**src/rtl/hazard_pkg.sv**
```systemverilog
// Shared decode constants and sequencer state encoding for the hazard unit.
package hazard_pkg;

   localparam logic [6:0] OP_JALR   = 7'b1100111;
   localparam logic [6:0] OP_JAL    = 7'b1101111;
   localparam logic [6:0] OP_BRANCH = 7'b1100011;
   localparam logic [6:0] OP_RTYPE  = 7'b0110011;
   localparam logic [6:0] OP_LOAD   = 7'b0000011;
   localparam logic [6:0] OP_STORE  = 7'b0100011;
   localparam logic [6:0] OP_RIMM   = 7'b0010011;
   localparam logic [6:0] OP_HALT   = 7'b1111111;

   localparam logic [1:0] PC_SRC_REDIRECT = 2'b01;

   typedef enum logic [1:0] {
      RUN      = 2'd0,
      MUL_WAIT = 2'd1,
      HALTED   = 2'd2
   } state_t;

endpackage

```
**src/rtl/mul_stall_counter.sv**
```systemverilog
// Down-counter tracking the remaining multiply stall cycles; flags when it reaches zero.
module mul_stall_counter (
   input  logic       clk,
   input  logic       reset_n,
   input  logic       load,
   input  logic       dec,
   input  logic [3:0] load_val,
   output logic       cnt_zero
);

   logic [3:0] cnt;

   always_ff @(posedge clk or negedge reset_n) begin
      if (!reset_n)
         cnt <= 4'd0;
      else if (load)
         cnt <= load_val;
      else if (dec)
         cnt <= cnt - 4'd1;
   end

   assign cnt_zero = (cnt == 4'd0);

endmodule

```
**src/rtl/hazard_unit.sv**
```systemverilog
// Pipeline sequencer: chooses advance, hold or flush each cycle for load-use,
// multiply occupancy, decode redirects and halt; owns PC/IF/ID/ID/EX enables.
module hazard_unit
   import hazard_pkg::*;
#(
   parameter int MUL_LAT = 3
) (
   input  logic        clk,
   input  logic        reset_n,
   input  logic [31:0] id_inst,
   input  logic [1:0]  id_pc_src,
   input  logic        ex_mem_read,
   input  logic        ex_reg_write,
   input  logic [4:0]  ex_rd,
   input  logic        ex_is_mul,
   output logic        control_sel,
   output logic        pc_write,
   output logic        ifid_write,
   output logic        idex_write,
   output logic        ifid_flush,
   output logic        halted
);

   localparam logic       MUL_EN     = (MUL_LAT > 1);
   localparam logic [3:0] MUL_RELOAD = (MUL_LAT > 1) ? 4'(MUL_LAT - 2) : 4'd0;

   state_t     state, next_state;
   logic       cnt_load, cnt_dec, cnt_zero;
   logic       apply_rules;
   logic [4:0] rs1, rs2;
   logic [6:0] opcode;
   logic       uses_rs1, uses_rs2, load_use, redirect, is_halt;
   logic       unused_bits;

   assign rs1    = id_inst[19:15];
   assign rs2    = id_inst[24:20];
   assign opcode = id_inst[6:0];

   // Fields not needed for hazard decisions.
   assign unused_bits = ^{id_inst[31:25], id_inst[14:7], ex_reg_write};

   assign uses_rs1 = (opcode != OP_JAL) && (opcode != OP_HALT);
   assign uses_rs2 = (opcode == OP_RTYPE) || (opcode == OP_BRANCH) || (opcode == OP_STORE);
   assign load_use = ex_mem_read && (ex_rd != 5'd0) &&
                     ((uses_rs1 && (rs1 == ex_rd)) || (uses_rs2 && (rs2 == ex_rd)));
   assign is_halt  = (opcode == OP_HALT);
   assign redirect = (id_pc_src == PC_SRC_REDIRECT) && !is_halt;

   mul_stall_counter u_cnt (
      .clk      (clk),
      .reset_n  (reset_n),
      .load     (cnt_load),
      .dec      (cnt_dec),
      .load_val (MUL_RELOAD),
      .cnt_zero (cnt_zero)
   );

   always_ff @(posedge clk or negedge reset_n) begin
      if (!reset_n)
         state <= RUN;
      else
         state <= next_state;
   end

   always_comb begin
      control_sel = 1'b0;
      pc_write    = 1'b1;
      ifid_write  = 1'b1;
      idex_write  = 1'b1;
      ifid_flush  = 1'b0;
      halted      = 1'b0;
      next_state  = state;
      cnt_load    = 1'b0;
      cnt_dec     = 1'b0;
      apply_rules = 1'b0;

      case (state)
         RUN: begin
            if (MUL_EN && ex_is_mul) begin
               pc_write   = 1'b0;
               ifid_write = 1'b0;
               idex_write = 1'b0;
               cnt_load   = 1'b1;
               next_state = MUL_WAIT;
            end else begin
               apply_rules = 1'b1;
            end
         end
         MUL_WAIT: begin
            // At cnt==0 the same mul is still in EX, so ex_is_mul must not retrigger.
            if (!cnt_zero) begin
               pc_write   = 1'b0;
               ifid_write = 1'b0;
               idex_write = 1'b0;
               cnt_dec    = 1'b1;
            end else begin
               apply_rules = 1'b1;
               next_state  = RUN;
            end
         end
         HALTED: begin
            control_sel = 1'b1;
            pc_write    = 1'b0;
            ifid_write  = 1'b0;
            halted      = 1'b1;
         end
         default: next_state = RUN;
      endcase

      // Load-use outranks redirect: the branch compare needs the loaded value.
      if (apply_rules) begin
         if (load_use) begin
            control_sel = 1'b1;
            pc_write    = 1'b0;
            ifid_write  = 1'b0;
         end else if (is_halt) begin
            control_sel = 1'b1;
            pc_write    = 1'b0;
            ifid_write  = 1'b0;
            next_state  = HALTED;
         end else if (redirect) begin
            ifid_flush = 1'b1;
         end
      end

      if (!reset_n) begin
         control_sel = 1'b1;
         pc_write    = 1'b0;
         ifid_write  = 1'b0;
         idex_write  = 1'b0;
         ifid_flush  = 1'b0;
         halted      = 1'b0;
      end
   end

endmodule

```
**config.mk**
```make
export PLATFORM = sky130hd
export DESIGN_NAME = hazard_unit
export DESIGN_NICKNAME = d
export VERILOG_FILES = /design/src/rtl/hazard_pkg.sv /design/src/rtl/mul_stall_counter.sv /design/src/rtl/hazard_unit.sv
export SDC_FILE = /design/constraint.sdc
export NUM_CORES = 1
export LEC_CHECK = 0
export ABC_AREA = 1
export CAP_MARGIN = 40
export CORE_MARGIN = 10
export CORE_UTILIZATION = 36
export DETAILED_ROUTE_END_ITERATION = 10
export PLACE_DENSITY_LB_ADDON = 0.08
export SYNTH_ARGS = -nofsm -noshare
export SYNTH_HDL_FRONTEND = slang
export SYNTH_HIERARCHICAL = 1
export SYNTH_SLANG_ARGS = --single-unit
```
**constraint.sdc**
```tcl
create_clock -name clk -period 3.25 [get_ports clk]
set_input_delay 0.65 -clock clk [delete_from_list [all_inputs] [get_ports clk]]
set_output_delay 0.65 -clock clk [all_outputs]
set_load 0.02 [all_outputs]
```
==> run_results.csv <==
group,metric,value,unit
outcome,run_status,"finished, final reports clean",
placed_design,place.gp.congestion,0.7520,
synth,synthArstFlopShare,1.000,
min_path,min-delay-start,"state[1]$_DFF_PN0_",
synth,synth.area.top_cells,"dfrtp_1 23%, nand2_1 18%, nor2_1 11%, inv_1 9.0%, xnor2_1 7.9%",
synth,yosys_register_bits,6,
sta,period_minus_slack,3.089,ns
synth,synthFlopType,"dfrtp_1",
grt,overflow,0,
floorplan,fp-row-count,15,
sta,rsz0062_at_grt,"no",
critical_path,crit_chain,"clkdlybuf4s50_1 > nand2_1 > nand2_2 > nand2_1 > nor2_1 > nand2_1 > nand2_1 > nand2_1 > nand2_2 > nand2_1 > nand2_1 > clkdlybuf4s50_1",
clocking,clock_latency,0.24,ns
route,firstDrtPassIters,4,
sta,finalMaxSlewViolations,0,
synth,synth.largest_area_cell,"dfrtp_1",
clocking,path_clk_slew,0.04,ns
floorplan,initial_core_util,0.3806,
critical_path,ff2ff_setup_slack,1.72,ns
layout,diodes,0,
sta,setup_tns,0,ns
critical_path,max_stage_delay,0.60,ns
placed_design,placed_area,1033,um^2
sta,skew,0.005106,ns
clocking,post_cts_buffers,0,
critical_path,worstPathMaxFanout,4,
grt,grt_usage,0.08891,
route,ant_nets,0,
synth,synth-edff-count,0,
clocking,cts_resized,0,
grt,antenna_found_initial,0,
floorplan,coreArea,1745,um^2
synth,yosysUniqueCellTypes,22,
layout,fin_nets,196,
route,finalWirelength,1.748,mm
route,detail_route.drc_violations,0,
synth,synth.most_common_cell,"nand2_1",
floorplan,die_area,3964,um^2
clocking,clkSinkCount,6,
critical_path,required,2.60,ns
power_and_ir_drop,total_leakage_power,0.5388,nW
power_and_ir_drop,p_per_area,214.6,nW/um^2
grt,grt_max_degree,8,
synth,synthCells,111,
sta,min_period_over_period,0.9503,
critical_path,startpoint,"ex_rd[0]",
min_path,hp-class,"register to register",
power_and_ir_drop,peakVddDrop,118.5,uV
sta,fin_ws,0.1615,ns
layout,multi_input_area,444.2,um^2
clocking,cts_tree,"done",
power_and_ir_drop,power,0.2287,mW
floorplan,dieHeight,62.96,um
clocking,cts-root-buf,"clkbuf_4",
grt,grt_pass1_wl,2.980,mm
layout,final_cells,174,
route,vias,742,
route,routedWlPerCell,10.05,um
placed_design,dp_cells,171,
synth,seq_area_frac_synth,0.2260,
synth,synth_common_cells,"32 x nand2_1, 19 x nor2_1, 16 x inv_1",
placed_design,port_buffers,33,
placed_design,dp_slack,0.1020,ns
critical_path,path_buf_inv,2,
synth,synth_top_area_frac,0.2260,
layout,seqCellArea,150.1,um^2
clocking,hold_buffers,0,
layout,fin_area,1066,um^2
critical_path,crit_path_end_kind,"output pin",
clocking,clockBufferDepth,2,
critical_path,path_delay_family,"buffers and inverters",
critical_path,crit_arrival,2.44,ns
clocking,cts_buffers,3,
placed_design,hpwl,1.533,mm
floorplan,io_pins,50,
layout,nFillCells,171,
synth,yosys_warnings,6,
flow_run,maxCapViolCount,0,
critical_path,slowest_stage,"clkdlybuf4s50_1",
layout,syn2layout_area_growth,60.45,%
route,drtIter0Drc,5,
critical_path,critical_path_class,"input pin to output pin",
critical_path,timing.rr.start,"u_cnt/cnt[0]$_DFFE_PN0P_",
synth,synth_area_per_cell,5.985,um^2
sta,hold_violations,0,
grt,grt_pass1_vias,743,
sta,fmax,0.3238,GHz
floorplan,die_x,62.96,um
layout,drive_gt1_frac,0.1007,
route,drt-vias-per-instance,4.264,
synth,synth.cell_area,664.4,um^2
critical_path,crit_path_start_kind,"input pin",
clocking,htreeDepth,1,
critical_path,cpMostUsedCell,"nand2_1",
sta,setup_viol,0,
==> state kept, by name, indices dropped and copies added, names as in the netlist <==
register,count
state,2
u_cnt/cnt,4
==> through the flow <==
stage / utilization / hold WS [ns]
detailed placement: 0.5921 / 0.4527
global placement: 0.5921 / 0.4512
global route: 0.6108 / 0.5043
CTS: 0.6050 / 0.4582
floorplan: - / 0.3544
finish: 0.6108 / 0.4543
==> where the power goes <==
| group | internal [mW] | leakage (nW) | switching [mW] | total (mW) |
|---|---|---|---|---|
| sequential | 0.0775 | 0.0743 | 0.00262 | 0.0801 |
| clock | 0.0417 | 0.0138 | 0.0265 | 0.0682 |
| combinational | 0.0481 | 0.451 | 0.0323 | 0.0804 |
==> cell usage in the layout (no fill, tap or decap), types with 3 or more instances in the layout <==
| cell type | instances |
|---|---|
| nand3_1 | 6 |
| nor2_1 | 19 |
| dfrtp_1 | 6 |
| conb_1 | 4 |
| xor2_1 | 3 |
| inv_2 | 3 |
| inv_1 | 16 |
| nand2_2 | 3 |
| clkbuf_4 | 3 |
| clkdlybuf4s50_1 | 31 |
| xnor2_1 | 6 |
| nand2_1 | 32 |
==> cells by family (layout without fill, tap and decap cells) <==
| group | Yosys count | count (layout) | share of synthesized area |
|---|---|---|---|
| DFF | 6 | 6 | 0.2260 |
| xor gates and xnor gates | 9 | 9 | 0.1187 |
| other | 2 | 4 | 0.01130 |
| AOI/OAI and AO/OA | 7 | 7 | 0.07910 |
| and+or+nand+nor | 65 | 65 | 0.4219 |
| buffers and inverters | 21 | 57 | 0.1243 |
| adders and majority gates | 1 | 1 | 0.01883 |
==> final cells by class <==
class,count,share of cell area
Tap cell,25,0.02934
Multi-Input combinational cell,86,0.4167
Sequential cell,6,0.1408
Inverter,20,0.07042
Timing Repair Buffer,34,0.3216
Clock buffer,3,0.02113
==> final timing paths <==
path	endpoint	cells after the start
max reg2reg	u_cnt/cnt[0]$_DFFE_PN0P_	8
min	state[0]$_DFF_PN0_	1
min in group asynchronous	u_cnt/cnt[0]$_DFFE_PN0P_	2
min reg2reg	state[0]$_DFF_PN0_	1
max	control_sel	12
max in group asynchronous	u_cnt/cnt[1]$_DFFE_PN0P_	2
==> metal layers <==
metal | GRT usage | wire length, um | vias up
met5 | 0 | 0 | -
met4 | 0.04190 | 0 | 0
met3 | 0.03405 | 141 | 0
met2 | 0.1586 | 876 | 23
met1 | 0.08782 | 730 | 313
li1 | - | - | 406
Note: power is estimated with default switching activity, not from simulation.
